<file path="config.mk">
export PLATFORM = sky130hd
export DESIGN_NAME = wb_lsu_flat
export DESIGN_NICKNAME = d
export VERILOG_FILES = /design/src/rtl/wb_lsu_if.sv /design/src/rtl/wb_lsu.sv /design/src/flat_wrapper.sv
export SDC_FILE = /design/constraint.sdc
export NUM_CORES = 1
export LEC_CHECK = 0
export CORE_ASPECT_RATIO = 0.6
export CORE_MARGIN = 5
export CORE_UTILIZATION = 55
export CTS_CLUSTER_SIZE = 16
export DETAILED_ROUTE_END_ITERATION = 8
export PLACE_DENSITY = 0.82
export REMOVE_ABC_BUFFERS = 1
export SLEW_MARGIN = 20
export SYNTH_ARGS = -nofsm -noshare
export SYNTH_HDL_FRONTEND = slang
export SYNTH_SLANG_ARGS = --single-unit
</file>
<file path="constraint.sdc">
create_clock -name clk_i -period 9.6 [get_ports clk_i]
set_input_delay 1.92 -clock clk_i [delete_from_list [all_inputs] [get_ports clk_i]]
set_output_delay 1.92 -clock clk_i [all_outputs]
set_load 0.03 [all_outputs]
</file>
<file path="src/rtl/wb_lsu_if.sv">
// wb_lsu_if: bundles the load/store unit's CPU-side request/response handshake and its
// Wishbone classic master bus.
//   modport master : the load/store unit (drives req_ready, resp_*, cyc/stb/we/adr/sel/dat_o)
//   modport slave  : the environment, i.e. the CPU stage plus the Wishbone slave
//                    (drives req_*, dat_i, ack_i/err_i/rty_i)
interface wb_lsu_if;
   logic        req_valid_i;
   logic        req_ready_o;
   logic        req_we_i;
   logic [2:0]  req_funct3_i;
   logic [31:0] req_addr_i;
   logic [31:0] req_wdata_i;
   logic        resp_valid_o;
   logic [31:0] resp_rdata_o;
   logic        resp_err_o;
   logic        resp_misaligned_o;
   logic        cyc_o;
   logic        stb_o;
   logic        we_o;
   logic [31:0] adr_o;
   logic [3:0]  sel_o;
   logic [31:0] dat_o;
   logic [31:0] dat_i;
   logic        ack_i;
   logic        err_i;
   logic        rty_i;

   modport master (
      input  req_valid_i, req_we_i, req_funct3_i, req_addr_i, req_wdata_i,
      input  dat_i, ack_i, err_i, rty_i,
      output req_ready_o, resp_valid_o, resp_rdata_o, resp_err_o, resp_misaligned_o,
      output cyc_o, stb_o, we_o, adr_o, sel_o, dat_o
   );

   modport slave (
      output req_valid_i, req_we_i, req_funct3_i, req_addr_i, req_wdata_i,
      output dat_i, ack_i, err_i, rty_i,
      input  req_ready_o, resp_valid_o, resp_rdata_o, resp_err_o, resp_misaligned_o,
      input  cyc_o, stb_o, we_o, adr_o, sel_o, dat_o
   );
endinterface

</file>
<file path="src/rtl/wb_lsu.sv">
// wb_lsu: RV32I load/store unit driving a Wishbone classic master. Word-crossing accesses
// are split into two bus phases, RTY is retried a bounded number of times per phase, and a
// stalled phase is aborted after TIMEOUT_CYCLES. Each accepted request yields exactly one
// resp_valid_o pulse.
// Ports:
//   clk_i  : clock, rising edge
//   rst_i  : asynchronous active-high reset
//   bus    : wb_lsu_if.master - request/response handshake and Wishbone master signals;
//            all Wishbone outputs and response outputs are registered
module wb_lsu #(
   parameter int unsigned TIMEOUT_CYCLES     = 255,
   parameter int unsigned MAX_RETRIES        = 3,
   parameter bit          SUPPORT_MISALIGNED = 1'b1
) (
   input logic      clk_i,
   input logic      rst_i,
   wb_lsu_if.master bus
);

   typedef enum logic [2:0] {StIdle, StPh0, StPh1, StRetry, StResp} state_e;

   localparam logic [31:0] TmoLast    = 32'(TIMEOUT_CYCLES - 1);
   localparam logic [31:0] MaxRetries = 32'(MAX_RETRIES);

   state_e      state_q, state_d;
   logic        ret_ph1_q, ret_ph1_d;  // phase to re-enter after RETRY
   logic [2:0]  f3_q, f3_d;
   logic [1:0]  off_q, off_d;
   logic [3:0]  hi_q, hi_d;           // byte lanes of the second word
   logic        cross_q, cross_d;
   logic [31:0] wd_hi_q, wd_hi_d;     // store data for the second word
   logic [31:0] word0_q, word0_d;     // first-word load data of a split access
   logic [31:0] retry_q, retry_d;
   logic [31:0] tmo_q, tmo_d;
   logic        cyc_q, cyc_d, stb_q, stb_d, we_q, we_d;
   logic [31:0] adr_q, adr_d, dat_q, dat_d, rdata_q, rdata_d;
   logic [3:0]  sel_q, sel_d;
   logic        rv_q, rv_d, err_q, err_d, mis_q, mis_d;

   logic [3:0]  size_mask;
   logic [7:0]  mask8;
   logic [63:0] wd64;
   logic        legal;
   logic        finish, fail;

   // Shift the word pair right by the byte offset, then truncate and extend to the size.
   function automatic logic [31:0] load_ext(input logic [63:0] pair, input logic [1:0] off,
                                            input logic [2:0] f3);
      logic [31:0] sh;
      sh = 32'(pair >> {off, 3'b000});
      case (f3[1:0])
         2'b00:   load_ext = {{24{sh[7] & ~f3[2]}}, sh[7:0]};
         2'b01:   load_ext = {{16{sh[15] & ~f3[2]}}, sh[15:0]};
         default: load_ext = sh;
      endcase
   endfunction

   always_comb begin
      state_d   = state_q;
      ret_ph1_d = ret_ph1_q;
      f3_d      = f3_q;
      off_d     = off_q;
      hi_d      = hi_q;
      cross_d   = cross_q;
      wd_hi_d   = wd_hi_q;
      word0_d   = word0_q;
      retry_d   = retry_q;
      tmo_d     = tmo_q;
      cyc_d     = cyc_q;
      stb_d     = stb_q;
      we_d      = we_q;
      adr_d     = adr_q;
      sel_d     = sel_q;
      dat_d     = dat_q;
      rv_d      = rv_q;
      rdata_d   = rdata_q;
      err_d     = err_q;
      mis_d     = mis_q;
      finish    = 1'b0;
      fail      = 1'b0;

      case (bus.req_funct3_i[1:0])
         2'b00:   size_mask = 4'b0001;
         2'b01:   size_mask = 4'b0011;
         default: size_mask = 4'b1111;
      endcase
      mask8 = {4'b0000, size_mask} << bus.req_addr_i[1:0];
      wd64  = {32'h0, bus.req_wdata_i} << {bus.req_addr_i[1:0], 3'b000};
      if (bus.req_we_i) legal = ~bus.req_funct3_i[2] & (bus.req_funct3_i[1:0] != 2'b11);
      else              legal = (bus.req_funct3_i[1:0] != 2'b11) &
                                ~(bus.req_funct3_i[2] & bus.req_funct3_i[1]);

      unique case (state_q)
         StIdle: begin
            if (bus.req_valid_i) begin
               f3_d    = bus.req_funct3_i;
               off_d   = bus.req_addr_i[1:0];
               hi_d    = mask8[7:4];
               cross_d = |mask8[7:4];
               wd_hi_d = wd64[63:32];
               we_d    = bus.req_we_i;
               adr_d   = {bus.req_addr_i[31:2], 2'b00};
               sel_d   = mask8[3:0];
               dat_d   = wd64[31:0];
               retry_d = '0;
               tmo_d   = '0;
               if (!legal) begin
                  finish = 1'b1;
                  fail   = 1'b1;
               end else if ((|mask8[7:4]) && !SUPPORT_MISALIGNED) begin
                  finish = 1'b1;
                  fail   = 1'b1;
                  mis_d  = 1'b1;
               end else begin
                  state_d = StPh0;
                  cyc_d   = 1'b1;
                  stb_d   = 1'b1;
               end
            end
         end
         StPh0, StPh1: begin
            if (bus.err_i) begin
               finish = 1'b1;
               fail   = 1'b1;
            end else if (bus.ack_i) begin
               if (state_q == StPh0 && cross_q) begin
                  // Bus stays owned; address, lanes and data move to the second word.
                  state_d = StPh1;
                  word0_d = bus.dat_i;
                  adr_d   = adr_q + 32'd4;
                  sel_d   = hi_q;
                  dat_d   = wd_hi_q;
                  retry_d = '0;
                  tmo_d   = '0;
               end else begin
                  finish  = 1'b1;
                  rdata_d = we_q ? 32'h0 :
                            load_ext((state_q == StPh1) ? {bus.dat_i, word0_q} : {32'h0, bus.dat_i},
                                     off_q, f3_q);
               end
            end else if (bus.rty_i) begin
               if (retry_q == MaxRetries) begin
                  finish = 1'b1;
                  fail   = 1'b1;
               end else begin
                  state_d   = StRetry;
                  ret_ph1_d = (state_q == StPh1);
                  retry_d   = retry_q + 32'd1;
                  tmo_d     = '0;
                  cyc_d     = 1'b0;
                  stb_d     = 1'b0;
               end
            end else if (TIMEOUT_CYCLES != 0 && tmo_q == TmoLast) begin
               finish = 1'b1;
               fail   = 1'b1;
            end else begin
               tmo_d = tmo_q + 32'd1;
            end
         end
         StRetry: begin
            state_d = ret_ph1_q ? StPh1 : StPh0;
            cyc_d   = 1'b1;
            stb_d   = 1'b1;
            tmo_d   = '0;
         end
         StResp: begin
            state_d = StIdle;
            rv_d    = 1'b0;
            err_d   = 1'b0;
            mis_d   = 1'b0;
            rdata_d = '0;
         end
         default: state_d = StIdle;
      endcase

      if (finish) begin
         state_d = StResp;
         cyc_d   = 1'b0;
         stb_d   = 1'b0;
         we_d    = 1'b0;
         rv_d    = 1'b1;
         err_d   = fail;
         if (fail) rdata_d = '0;
      end
   end

   always_ff @(posedge clk_i or posedge rst_i) begin
      if (rst_i) begin
         state_q   <= StIdle;
         ret_ph1_q <= 1'b0;
         f3_q      <= '0;
         off_q     <= '0;
         hi_q      <= '0;
         cross_q   <= 1'b0;
         wd_hi_q   <= '0;
         word0_q   <= '0;
         retry_q   <= '0;
         tmo_q     <= '0;
         cyc_q     <= 1'b0;
         stb_q     <= 1'b0;
         we_q      <= 1'b0;
         adr_q     <= '0;
         sel_q     <= '0;
         dat_q     <= '0;
         rv_q      <= 1'b0;
         rdata_q   <= '0;
         err_q     <= 1'b0;
         mis_q     <= 1'b0;
      end else begin
         state_q   <= state_d;
         ret_ph1_q <= ret_ph1_d;
         f3_q      <= f3_d;
         off_q     <= off_d;
         hi_q      <= hi_d;
         cross_q   <= cross_d;
         wd_hi_q   <= wd_hi_d;
         word0_q   <= word0_d;
         retry_q   <= retry_d;
         tmo_q     <= tmo_d;
         cyc_q     <= cyc_d;
         stb_q     <= stb_d;
         we_q      <= we_d;
         adr_q     <= adr_d;
         sel_q     <= sel_d;
         dat_q     <= dat_d;
         rv_q      <= rv_d;
         rdata_q   <= rdata_d;
         err_q     <= err_d;
         mis_q     <= mis_d;
      end
   end

   assign bus.req_ready_o       = (state_q == StIdle);
   assign bus.resp_valid_o      = rv_q;
   assign bus.resp_rdata_o      = rdata_q;
   assign bus.resp_err_o        = err_q;
   assign bus.resp_misaligned_o = mis_q;
   assign bus.cyc_o             = cyc_q;
   assign bus.stb_o             = stb_q;
   assign bus.we_o              = we_q;
   assign bus.adr_o             = adr_q;
   assign bus.sel_o             = sel_q;
   assign bus.dat_o             = dat_q;

endmodule
</file>
<file path="src/flat_wrapper.sv">
// flat-port wrapper written by rule: the top's interface ports become plain ports
module wb_lsu_flat 
#(
   parameter int unsigned TIMEOUT_CYCLES     = 255,
   parameter int unsigned MAX_RETRIES        = 3,
   parameter bit          SUPPORT_MISALIGNED = 1'b1
)
  (clk_i, rst_i, bus_req_valid_i, bus_req_we_i, bus_req_funct3_i, bus_req_addr_i, bus_req_wdata_i, bus_dat_i, bus_ack_i, bus_err_i, bus_rty_i, bus_req_ready_o, bus_resp_valid_o, bus_resp_rdata_o, bus_resp_err_o, bus_resp_misaligned_o, bus_cyc_o, bus_stb_o, bus_we_o, bus_adr_o, bus_sel_o, bus_dat_o);
  wb_lsu_if bus_i ();
  input logic clk_i;
  input logic rst_i;
  input wire logic [$bits(bus_i.req_valid_i)-1:0] bus_req_valid_i;
  input wire logic [$bits(bus_i.req_we_i)-1:0] bus_req_we_i;
  input wire logic [$bits(bus_i.req_funct3_i)-1:0] bus_req_funct3_i;
  input wire logic [$bits(bus_i.req_addr_i)-1:0] bus_req_addr_i;
  input wire logic [$bits(bus_i.req_wdata_i)-1:0] bus_req_wdata_i;
  input wire logic [$bits(bus_i.dat_i)-1:0] bus_dat_i;
  input wire logic [$bits(bus_i.ack_i)-1:0] bus_ack_i;
  input wire logic [$bits(bus_i.err_i)-1:0] bus_err_i;
  input wire logic [$bits(bus_i.rty_i)-1:0] bus_rty_i;
  output wire logic [$bits(bus_i.req_ready_o)-1:0] bus_req_ready_o;
  output wire logic [$bits(bus_i.resp_valid_o)-1:0] bus_resp_valid_o;
  output wire logic [$bits(bus_i.resp_rdata_o)-1:0] bus_resp_rdata_o;
  output wire logic [$bits(bus_i.resp_err_o)-1:0] bus_resp_err_o;
  output wire logic [$bits(bus_i.resp_misaligned_o)-1:0] bus_resp_misaligned_o;
  output wire logic [$bits(bus_i.cyc_o)-1:0] bus_cyc_o;
  output wire logic [$bits(bus_i.stb_o)-1:0] bus_stb_o;
  output wire logic [$bits(bus_i.we_o)-1:0] bus_we_o;
  output wire logic [$bits(bus_i.adr_o)-1:0] bus_adr_o;
  output wire logic [$bits(bus_i.sel_o)-1:0] bus_sel_o;
  output wire logic [$bits(bus_i.dat_o)-1:0] bus_dat_o;
  assign bus_i.req_valid_i = bus_req_valid_i;
  assign bus_i.req_we_i = bus_req_we_i;
  assign bus_i.req_funct3_i = bus_req_funct3_i;
  assign bus_i.req_addr_i = bus_req_addr_i;
  assign bus_i.req_wdata_i = bus_req_wdata_i;
  assign bus_i.dat_i = bus_dat_i;
  assign bus_i.ack_i = bus_ack_i;
  assign bus_i.err_i = bus_err_i;
  assign bus_i.rty_i = bus_rty_i;
  assign bus_req_ready_o = bus_i.req_ready_o;
  assign bus_resp_valid_o = bus_i.resp_valid_o;
  assign bus_resp_rdata_o = bus_i.resp_rdata_o;
  assign bus_resp_err_o = bus_i.resp_err_o;
  assign bus_resp_misaligned_o = bus_i.resp_misaligned_o;
  assign bus_cyc_o = bus_i.cyc_o;
  assign bus_stb_o = bus_i.stb_o;
  assign bus_we_o = bus_i.we_o;
  assign bus_adr_o = bus_i.adr_o;
  assign bus_sel_o = bus_i.sel_o;
  assign bus_dat_o = bus_i.dat_o;
  wb_lsu #(.TIMEOUT_CYCLES(TIMEOUT_CYCLES), .MAX_RETRIES(MAX_RETRIES), .SUPPORT_MISALIGNED(SUPPORT_MISALIGNED)) u_core (.clk_i(clk_i), .rst_i(rst_i), .bus(bus_i));
endmodule
</file>
==> results.md, run 1 <==
* Root Buffer: clkbuf_16
* cts repair resizes: 0
* total number of vias: 12300
* # IOs: 213
* GRT Residual Overflow: 0
* count of antenna-violating nets left after detailed routing: 0
* deepest level of the CTS H-tree: 1
* startpoint of the lowest-slack register-to-register path: u_core.state_q[1]
* leakage power of the design: 0.00655 uW
* portion of the clock cycle consumed by the worst path in the final layout: 50.1%
* clk sinks: 235
* Initial DRT Pass Iterations: 5
* synthesized area divided by synthesized cell count: 9.15 um2
* Die X: 211 um
* largest fanout of any net on the critical path: 29
* worst hold path depth: 2
* clock insertion delay at the later pin of the skew report: 0.54 ns
* Final HPWL DP: 25900 um
* cell type with the highest aggregate area in the netlist: dfrtp_1
* total count of max-transition violations in the final report: 0
* leading cell types by total area after synthesis: dfrtp_1 44%, nand2_1 5.7%, mux2i_1 5.2%
* number of flops mapped to enable cells by yosys: 0
* category of cells accounting for the largest share of critical-path delay: simple AND/OR/NAND/NOR gates
* initial antenna violation count: 2
* proportion of synthesized flip-flops having asynchronous set or reset: 100%
* final estimated routing congestion in global placement: 0.894
* CP required: 9.97 ns
* Warnings, synthesis: 0
* Initial Util: 55.6%
* CP cell instances: clkdlybuf4s50_1, inv_1, nand3_1, nor4b_1, or3_1, nand2b_1, o21ai_0
* post-detailed-route DRC marker count: 0
* ratio of cells with drive above 1 in the final layout: 8.70%
* hold buffers post-CTS: 0
* wire per inst: 20.1 um
* via count of the first global-routing pass: 11800
* count of cell types in the netlist: 67
* clock tree from TritonCTS: yes
* Worst setup startpoint: bus_ack_i
* num rows: 44
* Synth Cell Area: 0.0134 mm2
* class of the tightest hold or removal check: register to register
* TritonCTS Buffers: 23
* DRC violation total after the first TritonRoute iteration: 1482
* CORE AREA: 0.0241 mm2
* worst setup path category: primary input to register
* number of buffers between clock root and the deepest sink: 3
* worst-margin pin slew: 1.13 ns
* Final Setup Violations: 0
* pre-CTS setup slack: 4.34 ns
* instance count of the mapped netlist: 1463
* pwr dens: 301 mW/mm2
* RSZ-0062 raised after global routing: no
* max_slew headroom: 23.7%
* total wirelength of the detailed-routed design: 38800 um
* endpoints failing hold: 0
* Area Growth Syn to Fin: 21.7%
* Critical Path Stages: 7
* net count of the finished layout: 1707
* clk_skew: 0.0263 ns
* global routing usage summed across all routing layers: 27.2%
* die area: 0.0277 mm2
* Reg clk slew, reported paths: 0.07 ns
* largest net degree at the start of global routing: 109
* sequential area share after synthesis: 43.9%
* buffers inserted by post-CTS timing repair: 0
* Arr. time, crit path: 5.18 ns
* Worst path slowest cell: or3_1
* result of the run: finished, final reports clean
* final worst slack: 4.79 ns
* fraction of the core area covered by cells at the end of the flow: 67.7%
* Worst Hold Launch: u_core.wd_hi_q[22]
* wire length of the first global-routing pass: 62100 um
* category of the worst setup path launch point: primary input
* dominant synthesized flop cell: dfrtp_1
* kind of capture point of the worst setup path: register
* delay of the slowest cell on the worst path: 0.91 ns
* logic depth of the worst register-to-register path: 6
* via density per instance: 6.38
* Seq cells post-synth: 235
* Chip Height: 131 um
* post-synth top area share: 43.9%
* Fin Setup TNS: 0 ns
* crit path time final: 4.81 ns
* maximum ir drop on the vdd rail: 0.000216 V
* # Max-Cap Violations: 0
* Buf/Inv on CP: 2
* input/output buffers: 209
* maximum clock rate: 208 MHz
-- routing by layer --
metal	wire length [um]	share of wire (%)	track usage (%)
met1	17100	44	40.8
met2	17300	45	39.9
met3	3250	8.4	6.18
met4	1100	2.8	7.87
met5	0	0	0
-- cell usage after synthesis (5+ instances only) --
cell type	number
o21a_1	6
nand3_1	70
dfrtp_1	235
o31ai_1	19
buf_4	5
mux2i_1	70
clkbuf_1	85
inv_1	20
nor4_1	24
a21oi_1	107
and4_1	9
mux2_2	53
a31oi_1	12
o22ai_1	20
and3_1	15
nor2b_1	16
a2bb2oi_1	9
a221oi_1	13
buf_1	14
o21ai_0	122
o211ai_1	29
nand2b_1	20
a211oi_1	10
and2_1	8
or4_1	17
nand4_1	26
or3_1	22
mux4_2	14
nand2_1	205
o2111a_1	6
nor3_1	29
buf_2	9
nor2_1	68
o221ai_1	6
a311oi_1	14
-- flip-flops by register name, summed over array words and instances (netlist names) --
name                     flops
u_core.bus.dat_o            32
u_core.bus.resp_rdata_o     32
u_core.retry_q              32
u_core.tmo_q                32
u_core.word0_q              32
u_core.bus.adr_o            30
u_core.wd_hi_q              24
u_core.bus.sel_o             4
u_core.f3_q                  3
u_core.hi_q                  3
u_core.state_q               3
u_core.off_q                 2
u_core.bus.cyc_o             1
u_core.bus.resp_err_o        1
u_core.bus.resp_valid_o      1
u_core.bus.we_o              1
u_core.cross_q               1
u_core.ret_ph1_q             1
-- worst paths after layout --
path,to,slack [ns]
max,u_core.tmo_q[17],4.79
min,u_core.wd_hi_q[22],0.46
max reg2reg,u_core.tmo_q[17],5.85
min reg2reg,u_core.wd_hi_q[22],0.46
max in group asynchronous,u_core.retry_q[18],6.39
min in group asynchronous,u_core.bus.adr_o[31],1.92
-- area by class of cell --
type	count	area [um2]
tap	322	403
clock inverter	7	95.1
fill	1880	7760
timing repair buffer	224	2230
sequential	235	5880
inverter	21	86.3
antenna	2	5.00
clock buffer	31	646
multi-input combinational	1092	6950
-- cells by family (layout without fill, tap and decap cells) --
kind of cell             count (synthesis)  after routing  synth area share [%]
buffers and inverters                  138            283                  4.32
adder cells (fa/ha/maj)                  4              4                 0.374
other                                    1              5                0.0280
multiplexers                           138            138                  12.2
AO/OA/AOI/OAI                          399            399                  18.8
flip-flops                             235            235                  43.9
XOR/XNOR                                 2              2                 0.131
AND/OR/NAND/NOR                        546            546                  20.2
-- where the power goes --
group	internal (uW)	leakage [uW]	switching, uW	total, uW
combinational	937	0.00316	1420	2360
clock	525	0.000362	398	923
sequential	1300	0.00303	321	1620
total	2760	0.00655	2140	4900
-- worst reg2reg max path: stages, from the launching register on --
cell and delay, ns:
dfrtp_1 0.70, xor2_1 0.33, nand3_1 0.26, nor4b_1 0.43, or3_1 0.92, nand2b_1 0.76
o21ai_0 0.22
-- layout by cell type (no fill, tap or decap), drive strengths merged, types with 19 or more instances in the layout --
master         netlist  final
nand3               70     70
inv                 21     23
nor2                69     69
or3                 22     22
o22ai               20     20
nor4                24     24
nand4               26     26
a21oi              107    107
mux2i               71     71
mux2                53     53
o211ai              29     29
nand2              205    205
clkdlybuf4s50        0    207
dfrtp              235    235
o31ai               19     19
nor3                29     29
nand2b              20     20
clkbuf              85     31
o21ai              122    122
-- metrics by stage --
stage | hold WS, ns | cell area [um2] | power, uW | instances
CTS | 0.466 | 16200 | 4890 | 1930
global placement | 0.446 | 15500 | 3880 | 1892
detailed placement | 0.451 | 15500 | 3950 | 1892
global route | 0.487 | 16300 | 5200 | 1934
finish | 0.461 | 16300 | 4900 | 1934
floorplan | 0.433 | 12900 | 3080 | 1348
(Power assumes the default switching activity.)
==> run 2, diff against run 1 <==
==> constraint.sdc (replaced) <==
create_clock -name clk_i -period 4.9 [get_ports clk_i]
set_input_delay 0.98 -clock clk_i [delete_from_list [all_inputs] [get_ports clk_i]]
set_output_delay 0.98 -clock clk_i [all_outputs]
set_load 0.03 [all_outputs]
==> run 2 against run 1 <==
  * Setup slack lost 3.2 ns
  * Sequential power grew 91%
  * Critical path type unchanged
  * Utilization grew 0.47 points
==> results.md, run 2 (synthesis results as in run 1) <==
* Most Frequent Cell on Critical Path: or3_1
* clock tree from TritonCTS: yes, unchanged
* post-route cell area: 0.0164 mm2, was 0.0163 mm2
* Chip Height: 131 um, unchanged
* clk sinks: 235, unchanged
* # IOs: 213, unchanged
* worst setup path category: primary input to register, unchanged
* wire length of the first global-routing pass: 62700 um, was 62100 um
* maximum clock rate: 301 MHz
* hold_ws: 0.466 ns, was 0.461 ns
* post-layout total power: 9790 uW, was 4900 uW
* global routing usage summed across all routing layers: 27.6%, was 27.2%
* Worst setup startpoint: bus_err_i, was bus_ack_i
* net count of the finished layout: 1717, was 1707
* total count of max-transition violations in the final report: 0, unchanged
* result of the run: finished, final reports clean, unchanged
* worst-margin pin slew: 1.07 ns, was 1.13 ns
* cell area reported after detailed placement: 0.0156 mm2, was 0.0155 mm2
* ratio of cells with drive above 1 in the final layout: 9.24%, was 8.70%
* portion of the clock cycle consumed by the worst path in the final layout: 67.7%
* Area Growth Syn to Fin: 22.6%, was 21.7%
* CP cell instances: clkdlybuf4s50_1, nand2b_1, a32o_1, or3_1, or3_1, buf_4, or4_1, nand3_1, was clkdlybuf4s50_1, inv_1, nand3_1, nor4b_1, or3_1, nand2b_1, o21ai_0
* number of buffers between clock root and the deepest sink: 3, unchanged
* # Max-Cap Violations: 0, unchanged
* sum of met3 wire segment lengths after detailed routing: 2920 um, was 3250 um
* delay of the slowest cell on the worst path: 0.59 ns, was 0.91 ns
* Arr. time, crit path: 3.78 ns, was 5.18 ns
* Worst path slowest cell: or3_1, unchanged
* deepest level of the CTS H-tree: 1, unchanged
* Final HPWL DP: 26700 um, was 25900 um
* most common library cell in the layout ignoring fill and taps: dfrtp_1, unchanged
* num rows: 44, unchanged
* TritonCTS Buffers: 24, was 23
* endpoints failing hold: 0, unchanged
* Initial Util: 55.6%, unchanged
* crit path time final: 3.32 ns
* total placed cells including tap cells: 1902, was 1892
* cell-internal power: 5510 uW, was 2760 uW
* routed length on met1: 17800 um, was 17100 um
* kind of capture point of the worst setup path: register, unchanged
* max_slew headroom: 28.1%, was 23.7%
* final estimated routing congestion in global placement: 0.918, was 0.894
* share of power burned in registers: 31.7%, was 33.1%
* fraction of power consumed by combinational cells: 48.7%, was 48.1%
* Reg clk slew, reported paths: 0.06 ns, was 0.07 ns
* buffers inserted by post-CTS timing repair: 0, unchanged
* fillers: 1814, was 1880
* clock insertion delay at the later pin of the skew report: 0.54 ns, about the same
* largest fanout of any net on the critical path: 20, was 29
* clk_skew: 0.0196 ns, was 0.0263 ns
* worst-case register-to-register setup slack: 1.61 ns, was 5.85 ns
* Initial DRT Pass Iterations: 6, was 5
* GRT Residual Overflow: 0, unchanged
* total wirelength of the detailed-routed design: 39500 um, was 38800 um
* total number of vias: 12600, was 12300
* pwr dens: 597 mW/mm2, was 301 mW/mm2
* Met2 Routed Length: 17600 um, was 17300 um
* wire per inst: 20.3 um, was 20.1 um
* input/output buffers: 209, unchanged
* Clock power frac: 19.6%, was 18.8%
* initial antenna violation count: 2, unchanged
* via density per instance: 6.45, was 6.38
* cts repair resizes: 0, unchanged
* startpoint of the lowest-slack register-to-register path: u_core.state_q[1], unchanged
* post-detailed-route DRC marker count: 0, unchanged
* fraction of power spent switching nets: 43.7%, about the same
* count of antenna-violating nets left after detailed routing: 0, unchanged
* DRC violation total after the first TritonRoute iteration: 1336, was 1482
* Fin Setup TNS: 0 ns, unchanged
* number of cells in the finished layout apart from fillers: 1948, was 1934
* category of the worst setup path launch point: primary input, unchanged
* hold buffers post-CTS: 0, unchanged
* die area: 0.0277 mm2, unchanged
* Root Buffer: clkbuf_16, unchanged
* CP required: 5.36 ns, was 9.97 ns
* switching power: 4270 uW, was 2140 uW
* Highest Signal Layer: met4, unchanged
* endpoint of the lowest-slack register-to-register path: u_core.bus.resp_rdata_o[23], was u_core.tmo_q[17]
* leakage power of the design: 0.00662 uW, was 0.00655 uW
* via count of the first global-routing pass: 11900, was 11800
* class of the tightest hold or removal check: register to register, unchanged
* largest net degree at the start of global routing: 140, was 109
* Final Setup Violations: 0, unchanged
* Die X: 211 um, unchanged
* maximum ir drop on the vdd rail: 0.000365 V, was 0.000216 V
* crit path to: u_core.tmo_q[4], was u_core.tmo_q[17]
* CORE AREA: 0.0241 mm2, unchanged
* most used cells in the layout excluding fill and tap cells: 234 x dfrtp_1, 207 x clkdlybuf4s50_1, 205 x nand2_1, unchanged
* logic depth of the worst register-to-register path: 6, unchanged
* RSZ-0062 raised after global routing: no, unchanged
run 2: cell count changes in the layout (fill, tap and decap cells not counted), sizes merged:
cell,before,now
bufinv,2,3
inv,23,22
buf,17,26
clkinvlp,1,0
clkbuf,31,34
clkinv,2,5
run 2: through the flow:
stage               util [%]  worst slack, ns
global route            68.2             1.36
global placement        64.7             1.15
detailed placement      64.7             1.09
finish                  68.2             1.58
floorplan                  -            -2.90
CTS                     68.1             1.64
run 2: critical path, delay by kind of cell:
family	cells	cell delay, ns
AND/OR/NAND/NOR	5	1.69
buffers and inverters	2	0.79
AO/OA/AOI/OAI	1	0.31
run 2: layer usage:
metal	vias to the layer above	global-route usage (%)
met5	-	0
met4	0	8.25
met3	85	5.03
met2	603	41.2
met1	6170	41.4
li1	5714	-
run 2: cell type report:
class                           instances  area (um2)  area share (%)
Multi-Input combinational cell       1092        6950            42.4
Sequential cell                       235        5880            35.8
Timing Repair Buffer                  233        2270            13.8
Clock buffer                           34         668            4.07
Tap cell                              322         403            2.46
Clock inverter                          9         139           0.846
Inverter                               21        86.3           0.526
Antenna cell                            2        5.00          0.0305
run 2: worst min-delay path by stage:
stage	start	endpoint	cells after the start
2_1_floorplan	u_core.hi_q[2]	u_core.hi_q[2]	2
3_3_place_gp	u_core.wd_hi_q[23]	u_core.wd_hi_q[23]	2
3_5_place_dp	u_core.hi_q[2]	u_core.hi_q[2]	2
4_1_cts	u_core.hi_q[2]	u_core.hi_q[2]	2
5_1_grt	u_core.wd_hi_q[15]	u_core.wd_hi_q[15]	2
6_report	u_core.hi_q[2]	u_core.hi_q[2]	2
run 2: power by group through the flow:
stage	clock, uW	combinational, uW	sequential [uW]
2_1_floorplan	0	2370	3670
3_3_place_gp	0	4580	3080
3_5_place_dp	0	4700	3100
4_1_cts	1940	4720	3080
5_1_grt	2020	5120	3170
6_report	1920	4770	3100
